### src/rtl/genius_pkg.sv
// Shared types and helpers for the Genius/Simon game controller.
package genius_pkg;

    typedef enum logic [2:0] {
        PH_IDLE     = 3'd0,
        PH_ADD      = 3'd1,
        PH_SHOW_ON  = 3'd2,
        PH_SHOW_GAP = 3'd3,
        PH_WAIT_IN  = 3'd4,
        PH_WIN      = 3'd5,
        PH_LOSE     = 3'd6
    } phase_t;

    // Galois feedback mask for x^16+x^14+x^13+x^11+1 (right-shifting form)
    localparam logic [15:0] LFSR_TAPS = 16'hB400;

    function automatic int sym_w(input int n_colors);
        return (n_colors > 1) ? $clog2(n_colors) : 1;
    endfunction

    function automatic int lvl_w(input int max_len);
        return $clog2(max_len + 1);
    endfunction

endpackage

### src/rtl/genius_game_ctrl_if.sv
// Button/display bundle between the game core and its player-side logic.
interface genius_game_ctrl_if #(
    parameter int N_COLORS = 3,
    parameter int MAX_LEN  = 16
);
    localparam int SYM_W = genius_pkg::sym_w(N_COLORS);
    localparam int LVL_W = genius_pkg::lvl_w(MAX_LEN);

    logic                start;
    logic [N_COLORS-1:0] bt;
    logic                show_en;
    logic [SYM_W-1:0]    show_sym;
    logic [LVL_W-1:0]    level;
    logic [LVL_W-1:0]    in_idx;
    logic [2:0]          phase;
    logic                win;
    logic                lose;

    modport master (
        output start, bt,
        input  show_en, show_sym, level, in_idx, phase, win, lose
    );

    modport slave (
        input  start, bt,
        output show_en, show_sym, level, in_idx, phase, win, lose
    );
endinterface

### src/rtl/genius_lfsr.sv
// Free-running 16-bit Galois LFSR with a combinational mod-N symbol draw.
module genius_lfsr
    import genius_pkg::*;
#(
    parameter int          N_COLORS  = 3,
    parameter logic [15:0] LFSR_SEED = 16'hACE1,
    localparam int         SYM_W     = sym_w(N_COLORS)
) (
    input  logic             clock,
    input  logic             reset_n,
    output logic [SYM_W-1:0] draw
);

    logic [15:0] lfsr;
    logic [7:0]  rem;

    always_ff @(posedge clock) begin
        if (!reset_n)
            lfsr <= LFSR_SEED;
        else
            lfsr <= {1'b0, lfsr[15:1]} ^ (lfsr[0] ? LFSR_TAPS : 16'h0000);
    end

    // Repeated subtraction bounded by 255/N keeps the modulo a single cycle
    always_comb begin
        rem = lfsr[7:0];
        for (int i = 0; i < 256 / N_COLORS; i++) begin
            if (rem >= 8'(N_COLORS))
                rem = rem - 8'(N_COLORS);
        end
        draw = rem[SYM_W-1:0];
    end

endmodule

### src/rtl/genius_game_ctrl.sv
// Genius/Simon core: grows a random sequence, plays it back, checks presses.
//
// state       | meaning
// IDLE        | waiting for start after reset
// ADD         | append one random symbol, grow level
// SHOW_ON     | symbol seq[ptr] lit for SHOW_CYC cycles
// SHOW_GAP    | dark for GAP_CYC cycles, then next symbol or input
// WAIT_IN     | checking player presses against the sequence
// WIN         | full MAX_LEN sequence repeated correctly
// LOSE        | wrong press, multi-press or timeout
module genius_game_ctrl
    import genius_pkg::*;
#(
    parameter int          N_COLORS    = 3,
    parameter int          MAX_LEN     = 16,
    parameter int          SHOW_CYC    = 25_000_000,
    parameter int          GAP_CYC     = 5_000_000,
    parameter int          TIMEOUT_CYC = 250_000_000,
    parameter logic [15:0] LFSR_SEED   = 16'hACE1
) (
    input  logic               clock,
    input  logic               reset_n,
    genius_game_ctrl_if.slave  gif
);

    localparam int SYM_W     = sym_w(N_COLORS);
    localparam int LVL_W     = lvl_w(MAX_LEN);
    localparam int IDX_W     = (MAX_LEN > 1) ? $clog2(MAX_LEN) : 1;
    localparam int SEQ_DEPTH = 1 << IDX_W;
    localparam int CNT_MAX0  = (SHOW_CYC > GAP_CYC) ? SHOW_CYC : GAP_CYC;
    localparam int CNT_MAX   = (CNT_MAX0 > TIMEOUT_CYC) ? CNT_MAX0 : TIMEOUT_CYC;
    localparam int CNT_W     = (CNT_MAX > 2) ? $clog2(CNT_MAX) : 1;

    localparam logic [CNT_W-1:0] SHOW_LD = CNT_W'(SHOW_CYC - 1);
    localparam logic [CNT_W-1:0] GAP_LD  = CNT_W'(GAP_CYC - 1);
    localparam logic [CNT_W-1:0] TMO_LD  = CNT_W'(TIMEOUT_CYC - 1);
    localparam logic [CNT_W-1:0] ONE_C   = CNT_W'(1);
    localparam logic [LVL_W-1:0] ONE_L   = LVL_W'(1);
    localparam logic [LVL_W-1:0] MAX_L   = LVL_W'(MAX_LEN);

    phase_t           state, state_nxt;
    logic [LVL_W-1:0] level, level_nxt;
    logic [LVL_W-1:0] ptr, ptr_nxt;
    logic [LVL_W-1:0] in_idx, in_idx_nxt;
    logic [CNT_W-1:0] cnt, cnt_nxt;
    logic             seq_we;
    logic [SYM_W-1:0] draw;
    logic [SYM_W-1:0] bt_sym;
    logic             press_ok;
    logic [SYM_W-1:0] seq [SEQ_DEPTH];

    genius_lfsr #(
        .N_COLORS  (N_COLORS),
        .LFSR_SEED (LFSR_SEED)
    ) u_lfsr (
        .clock   (clock),
        .reset_n (reset_n),
        .draw    (draw)
    );

    always_comb begin
        bt_sym = '0;
        for (int i = 0; i < N_COLORS; i++) begin
            if (gif.bt[i])
                bt_sym = SYM_W'(i);
        end
        press_ok = $onehot(gif.bt) && (bt_sym == seq[in_idx[IDX_W-1:0]]);
    end

    always_ff @(posedge clock) begin
        if (!reset_n) begin
            state  <= PH_IDLE;
            level  <= '0;
            ptr    <= '0;
            in_idx <= '0;
            cnt    <= '0;
        end else begin
            state  <= state_nxt;
            level  <= level_nxt;
            ptr    <= ptr_nxt;
            in_idx <= in_idx_nxt;
            cnt    <= cnt_nxt;
        end
    end

    always_ff @(posedge clock) begin
        if (seq_we)
            seq[level[IDX_W-1:0]] <= draw;
    end

    // One down-counter serves show, gap and press timeout; zero is terminal count
    always_comb begin
        state_nxt  = state;
        level_nxt  = level;
        ptr_nxt    = ptr;
        in_idx_nxt = in_idx;
        cnt_nxt    = cnt;
        seq_we     = 1'b0;
        case (state)
            PH_IDLE, PH_WIN, PH_LOSE: begin
                if (gif.start) begin
                    state_nxt = PH_ADD;
                    level_nxt = '0;
                end
            end
            PH_ADD: begin
                seq_we    = 1'b1;
                level_nxt = level + ONE_L;
                ptr_nxt   = '0;
                cnt_nxt   = SHOW_LD;
                state_nxt = PH_SHOW_ON;
            end
            PH_SHOW_ON: begin
                if (cnt == '0) begin
                    cnt_nxt   = GAP_LD;
                    state_nxt = PH_SHOW_GAP;
                end else begin
                    cnt_nxt = cnt - ONE_C;
                end
            end
            PH_SHOW_GAP: begin
                if (cnt == '0) begin
                    if (ptr + ONE_L == level) begin
                        in_idx_nxt = '0;
                        cnt_nxt    = TMO_LD;
                        state_nxt  = PH_WAIT_IN;
                    end else begin
                        ptr_nxt   = ptr + ONE_L;
                        cnt_nxt   = SHOW_LD;
                        state_nxt = PH_SHOW_ON;
                    end
                end else begin
                    cnt_nxt = cnt - ONE_C;
                end
            end
            PH_WAIT_IN: begin
                if (gif.bt == '0) begin
                    if (cnt == '0)
                        state_nxt = PH_LOSE;
                    else
                        cnt_nxt = cnt - ONE_C;
                end else if (press_ok) begin
                    in_idx_nxt = in_idx + ONE_L;
                    cnt_nxt    = TMO_LD;
                    if (in_idx + ONE_L == level)
                        state_nxt = (level == MAX_L) ? PH_WIN : PH_ADD;
                end else begin
                    state_nxt = PH_LOSE;
                end
            end
            default: state_nxt = PH_IDLE;
        endcase
    end

    assign gif.show_en  = (state == PH_SHOW_ON);
    assign gif.show_sym = (state == PH_SHOW_ON) ? seq[ptr[IDX_W-1:0]] : '0;
    assign gif.level    = level;
    assign gif.in_idx   = in_idx;
    assign gif.phase    = state;
    assign gif.win      = (state == PH_WIN);
    assign gif.lose     = (state == PH_LOSE);

endmodule
### src/flat_wrapper.sv
// flat-port wrapper written by rule: the top's interface ports become plain ports
module genius_game_ctrl_flat import genius_pkg::*;
#(
    parameter int          N_COLORS    = 3,
    parameter int          MAX_LEN     = 16,
    parameter int          SHOW_CYC    = 25_000_000,
    parameter int          GAP_CYC     = 5_000_000,
    parameter int          TIMEOUT_CYC = 250_000_000,
    parameter logic [15:0] LFSR_SEED   = 16'hACE1
)
  (clock, reset_n, gif_start, gif_bt, gif_show_en, gif_show_sym, gif_level, gif_in_idx, gif_phase, gif_win, gif_lose);
  genius_game_ctrl_if #(.N_COLORS(N_COLORS), .MAX_LEN(MAX_LEN)) gif_i ();
  input  logic clock;
  input  logic reset_n;
  input wire logic [$bits(gif_i.start)-1:0] gif_start;
  input wire logic [$bits(gif_i.bt)-1:0] gif_bt;
  output wire logic [$bits(gif_i.show_en)-1:0] gif_show_en;
  output wire logic [$bits(gif_i.show_sym)-1:0] gif_show_sym;
  output wire logic [$bits(gif_i.level)-1:0] gif_level;
  output wire logic [$bits(gif_i.in_idx)-1:0] gif_in_idx;
  output wire logic [$bits(gif_i.phase)-1:0] gif_phase;
  output wire logic [$bits(gif_i.win)-1:0] gif_win;
  output wire logic [$bits(gif_i.lose)-1:0] gif_lose;
  assign gif_i.start = gif_start;
  assign gif_i.bt = gif_bt;
  assign gif_show_en = gif_i.show_en;
  assign gif_show_sym = gif_i.show_sym;
  assign gif_level = gif_i.level;
  assign gif_in_idx = gif_i.in_idx;
  assign gif_phase = gif_i.phase;
  assign gif_win = gif_i.win;
  assign gif_lose = gif_i.lose;
  genius_game_ctrl #(.N_COLORS(N_COLORS), .MAX_LEN(MAX_LEN), .SHOW_CYC(SHOW_CYC), .GAP_CYC(GAP_CYC), .TIMEOUT_CYC(TIMEOUT_CYC), .LFSR_SEED(LFSR_SEED)) u_core (.clock(clock), .reset_n(reset_n), .gif(gif_i));
endmodule
### config.mk
export PLATFORM = sky130hd
export DESIGN_NAME = genius_game_ctrl_flat
export DESIGN_NICKNAME = d
export VERILOG_FILES = /design/src/rtl/genius_pkg.sv /design/src/rtl/genius_game_ctrl_if.sv /design/src/rtl/genius_lfsr.sv /design/src/rtl/genius_game_ctrl.sv /design/src/flat_wrapper.sv
export SDC_FILE = /design/constraint.sdc
export NUM_CORES = 1
export LEC_CHECK = 0
export ABC_AREA = 1
export BUFFER_PORTS_ARGS = -buffer_cell sky130_fd_sc_hd__buf_2
export CORE_ASPECT_RATIO = 0.9
export CORE_MARGIN = 5
export CORE_UTILIZATION = 43
export CTS_CLUSTER_DIAMETER = 100
export DETAILED_ROUTE_END_ITERATION = 8
export HOLD_SLACK_MARGIN = 0.08
export RECOVER_POWER = 100
export SLEW_MARGIN = 10
export SYNTH_ARGS = -nofsm -noshare
export SYNTH_HDL_FRONTEND = slang
export SYNTH_HIERARCHICAL = 1
export SYNTH_SLANG_ARGS = --single-unit
### constraint.sdc
create_clock -name clock -period 90.7 [get_ports clock]
set_clock_uncertainty 0.2 [all_clocks]
set_input_delay 9.07 -clock clock [delete_from_list [all_inputs] [get_ports clock]]
set_output_delay 9.07 -clock clock [all_outputs]
set_load 0.01 [all_outputs]
==> results.cfg <==
[drt]
dr_wl_met3_um = 1370
routed.top_layer = met4
drc = 0
ant_nets = 0
wl_met1_um = 36500
wl_per_cell_um = 11.0
wl_met2_um = 32300
drtIter0Drc = 1651
first_pass_iters = 5
routed_wirelength_um = 70500
vias = 31500
viasPerCell = 4.90

[global_route]
first_global_vias = 28800
gr-total-overflow = 0
antenna_found_initial = 0
grt_pass1_wl_um = 126000
grt_start_max_net_pins = 52
track_usage = 0.171

[worst_setup_path]
cpPeakStageDelay_ns = 0.42
cp-end-kind = flip-flop
rr_startpoint = u_core/u_lfsr/lfsr[0]$_SDFF_PN1_
critPathSlowestCell = nand3_1
reg2regPathDepth = 589
crit_path_frequent_cell = nand2_2
setup.worst_path.start_class = flip-flop
crit_type = flip-flop to flip-flop
cpLargestDelayFamily = simple AND/OR/NAND/NOR gates
cp_data_required_time_ns = 90.45
path_buf_inv = 83
reg2reg_to = u_core/seq[7][0]$_DFFE_PP_
cp.arrival_ns = 77.79
worstPathMaxFanout = 16
r2r_slack_ns = 12.66

[sta]
hold_viol_final = 0
setup_viol_count_final = 0
period_minus_slack_ns = 78.04
fin_crit_sh = 0.860
fmax_mhz = 12.8
setup_tns_ns = 0
slew_viol_final = 100
worst_slew_pin_slew_ns = 2.31
rsz0062_at_grt = no
slew_headroom = -0.538

[logic_synthesis]
synth_cells = 5438
synthDistinctLibCells = 59
yosys-top-cells-count = 1452 x nand2_1, 674 x nand3_1, 618 x inv_1
synth.top_cells.by_area = nand2_1 17%, nand2_2 12%, nand3_1 11%
syn_area_um2 = 32100
yosysTopAreaCellShare = 0.170
synth_largest_area_cell = nand2_1
syn-num-nets = 5538
yosys_warnings = 6
ys_ff_latch = 102
async_flop_share = 0
synth_area_per_cell_um2 = 5.90
synth_flop_cell = dfxtp_1
synth_seq_area_share = 0.0737
synth_most_common_cell = nand2_1
synth-edff-count = 32

[clock_network]
path_clk_slew_ns = 0.08
postCtsSetupBuffers = 0
clkLatencyLatePin_ns = 0.36
post_cts_resized = 0
h-tree-depth = 3
numCtsBuffers = 9
cts_tree = done
clockRootBuffer = clkbuf_16
cts_buffer_depth = 2
clock_sinks = 102
hold_buffers = 0

[placed_design]
placed_cells = 6409
dpl.hpwl_um = 59800
place.port_buffers = 23
place_congestion = 0.861

[outcome]
outcome = finished with violations
violations = max-capacitance violations, max-slew violations

[floorplan]
core_um2 = 74300
io_pins = 24
die_y_um = 269
die_width_um = 298
num_rows = 95
dieArea_um2 = 80100
start_util = 0.432

[worst_hold_path]
hold_class = flip-flop to flip-flop
hp-start = u_core/u_lfsr/lfsr[12]$_SDFF_PN0_
whs_path_depth = 1
min_to = u_core/u_lfsr/lfsr[11]$_SDFF_PN1_

[final_layout]
diodes = 0
syn2layout_area_growth_pct = 4.05
fin_cells = 6425
layout-drive-gt1-share = 0.272
nets = 5550
nFillCells = 7949

[run]
max_cap_viol_count = 2
worst max-delay path by stage:
| stage | from | endpoint | slack, ns | depth (start not counted) |
|---|---|---|---|---|
| 3_5_place_dp | u_core/u_lfsr/lfsr[0]$_SDFF_PN1_ | u_core/seq[14][1]$_DFFE_PP_ | 15.76 | 589 |
| 6_report | u_core/u_lfsr/lfsr[0]$_SDFF_PN1_ | u_core/seq[7][0]$_DFFE_PP_ | 12.66 | 589 |
| 2_1_floorplan | u_core/u_lfsr/lfsr[0]$_SDFF_PN1_ | u_core/seq[0][1]$_DFFE_PP_ | 22.98 | 590 |
| 3_3_place_gp | u_core/u_lfsr/lfsr[0]$_SDFF_PN1_ | u_core/seq[14][1]$_DFFE_PP_ | 17.42 | 590 |
| 5_1_grt | u_core/u_lfsr/lfsr[0]$_SDFF_PN1_ | u_core/seq[7][1]$_DFFE_PP_ | 4.21 | 589 |
| 4_1_cts | u_core/u_lfsr/lfsr[0]$_SDFF_PN1_ | u_core/seq[4][1]$_DFFE_PP_ | 15.59 | 589 |
worst reg2reg max path: cells and delay by family, from the launching register on:
kind	cells	cell delay, ns
DFF	1	0.35
AOI/OAI and AO/OA	8	1.48
and+or+nand+nor	413	49.32
adders and majority gates	85	18.86
buffers and inverters	83	7.45
sequential cells by signal (all words and copies together) (netlist names), named ones only:
name,flops
u_core/seq,32
u_core/cnt,28
u_core/gif.in_idx,5
u_core/gif.phase,3
u_core/gif.level,5
u_core/u_lfsr/lfsr,16
u_core/ptr,5
cell families (layout without fill, tap and decap cells):
group	after synthesis	count (layout)	share of synthesized area
buffers and inverters	818	835	0.0986
XOR/XNOR	29	29	0.00816
adder cells (fa/ha/maj)	94	94	0.0369
AO/OA/AOI/OAI	307	307	0.0565
AND/OR/NAND/NOR	4088	4088	0.726
flip-flops	102	102	0.0737
routing by layer:
metal	GRT usage	vias up
li1	-	17300
met1	0.243	13800
met2	0.300	317
met3	0.00869	27
met4	0.0175	0
met5	0	-
cell usage in the layout, fill, tap and decap left out, types with 13 or more instances in the layout:
cell,netlist,routed
nand3b_1,34,34
nor3_1,12,13
xor2_1,21,21
o21ai_0,58,63
nand3_4,58,54
nand2_2,607,603
clkinv_2,19,19
dfxtp_1,70,70
nand3_2,125,124
nor2_8,24,24
nor2_1,443,454
inv_2,104,103
nand3_1,674,679
edfxtp_1,32,32
inv_1,618,619
nand4_1,139,139
o21bai_1,22,22
a21oi_1,119,120
a21oi_2,18,17
o21ai_1,58,53
nor2_4,119,118
nand2_4,221,213
clkinv_1,47,47
nor2_2,156,146
nand2_1,1452,1464
ha_1,93,93
clkbuf_1,10,20
through the flow:
step                      cell area [um^2]  utilization  worst slack (ns)  hold WS, ns
final                                33400        0.449             12.66        0.219
after global routing                 33400        0.449              4.21        0.243
after CTS                            33600        0.452             15.59        0.223
after detailed placement             33300        0.448             15.76        0.195
after global placement               33300        0.448             17.42        0.190
after floorplan                      32100            -             22.98        0.186
layout make-up:
type	instances	area (um^2)	area share
timing repair buffer	25	104	0.00311
inverter	794	3020	0.0906
multi-input combinational	4518	26400	0.790
sequential	102	2360	0.0708
clock inverter	6	60.1	0.00180
clock buffer	10	229	0.00686
tap	970	1210	0.0364
Power is left out: the tool's default activity adds up to more than one toggle a clock period on the data nets, which glitch-free logic cannot reach.
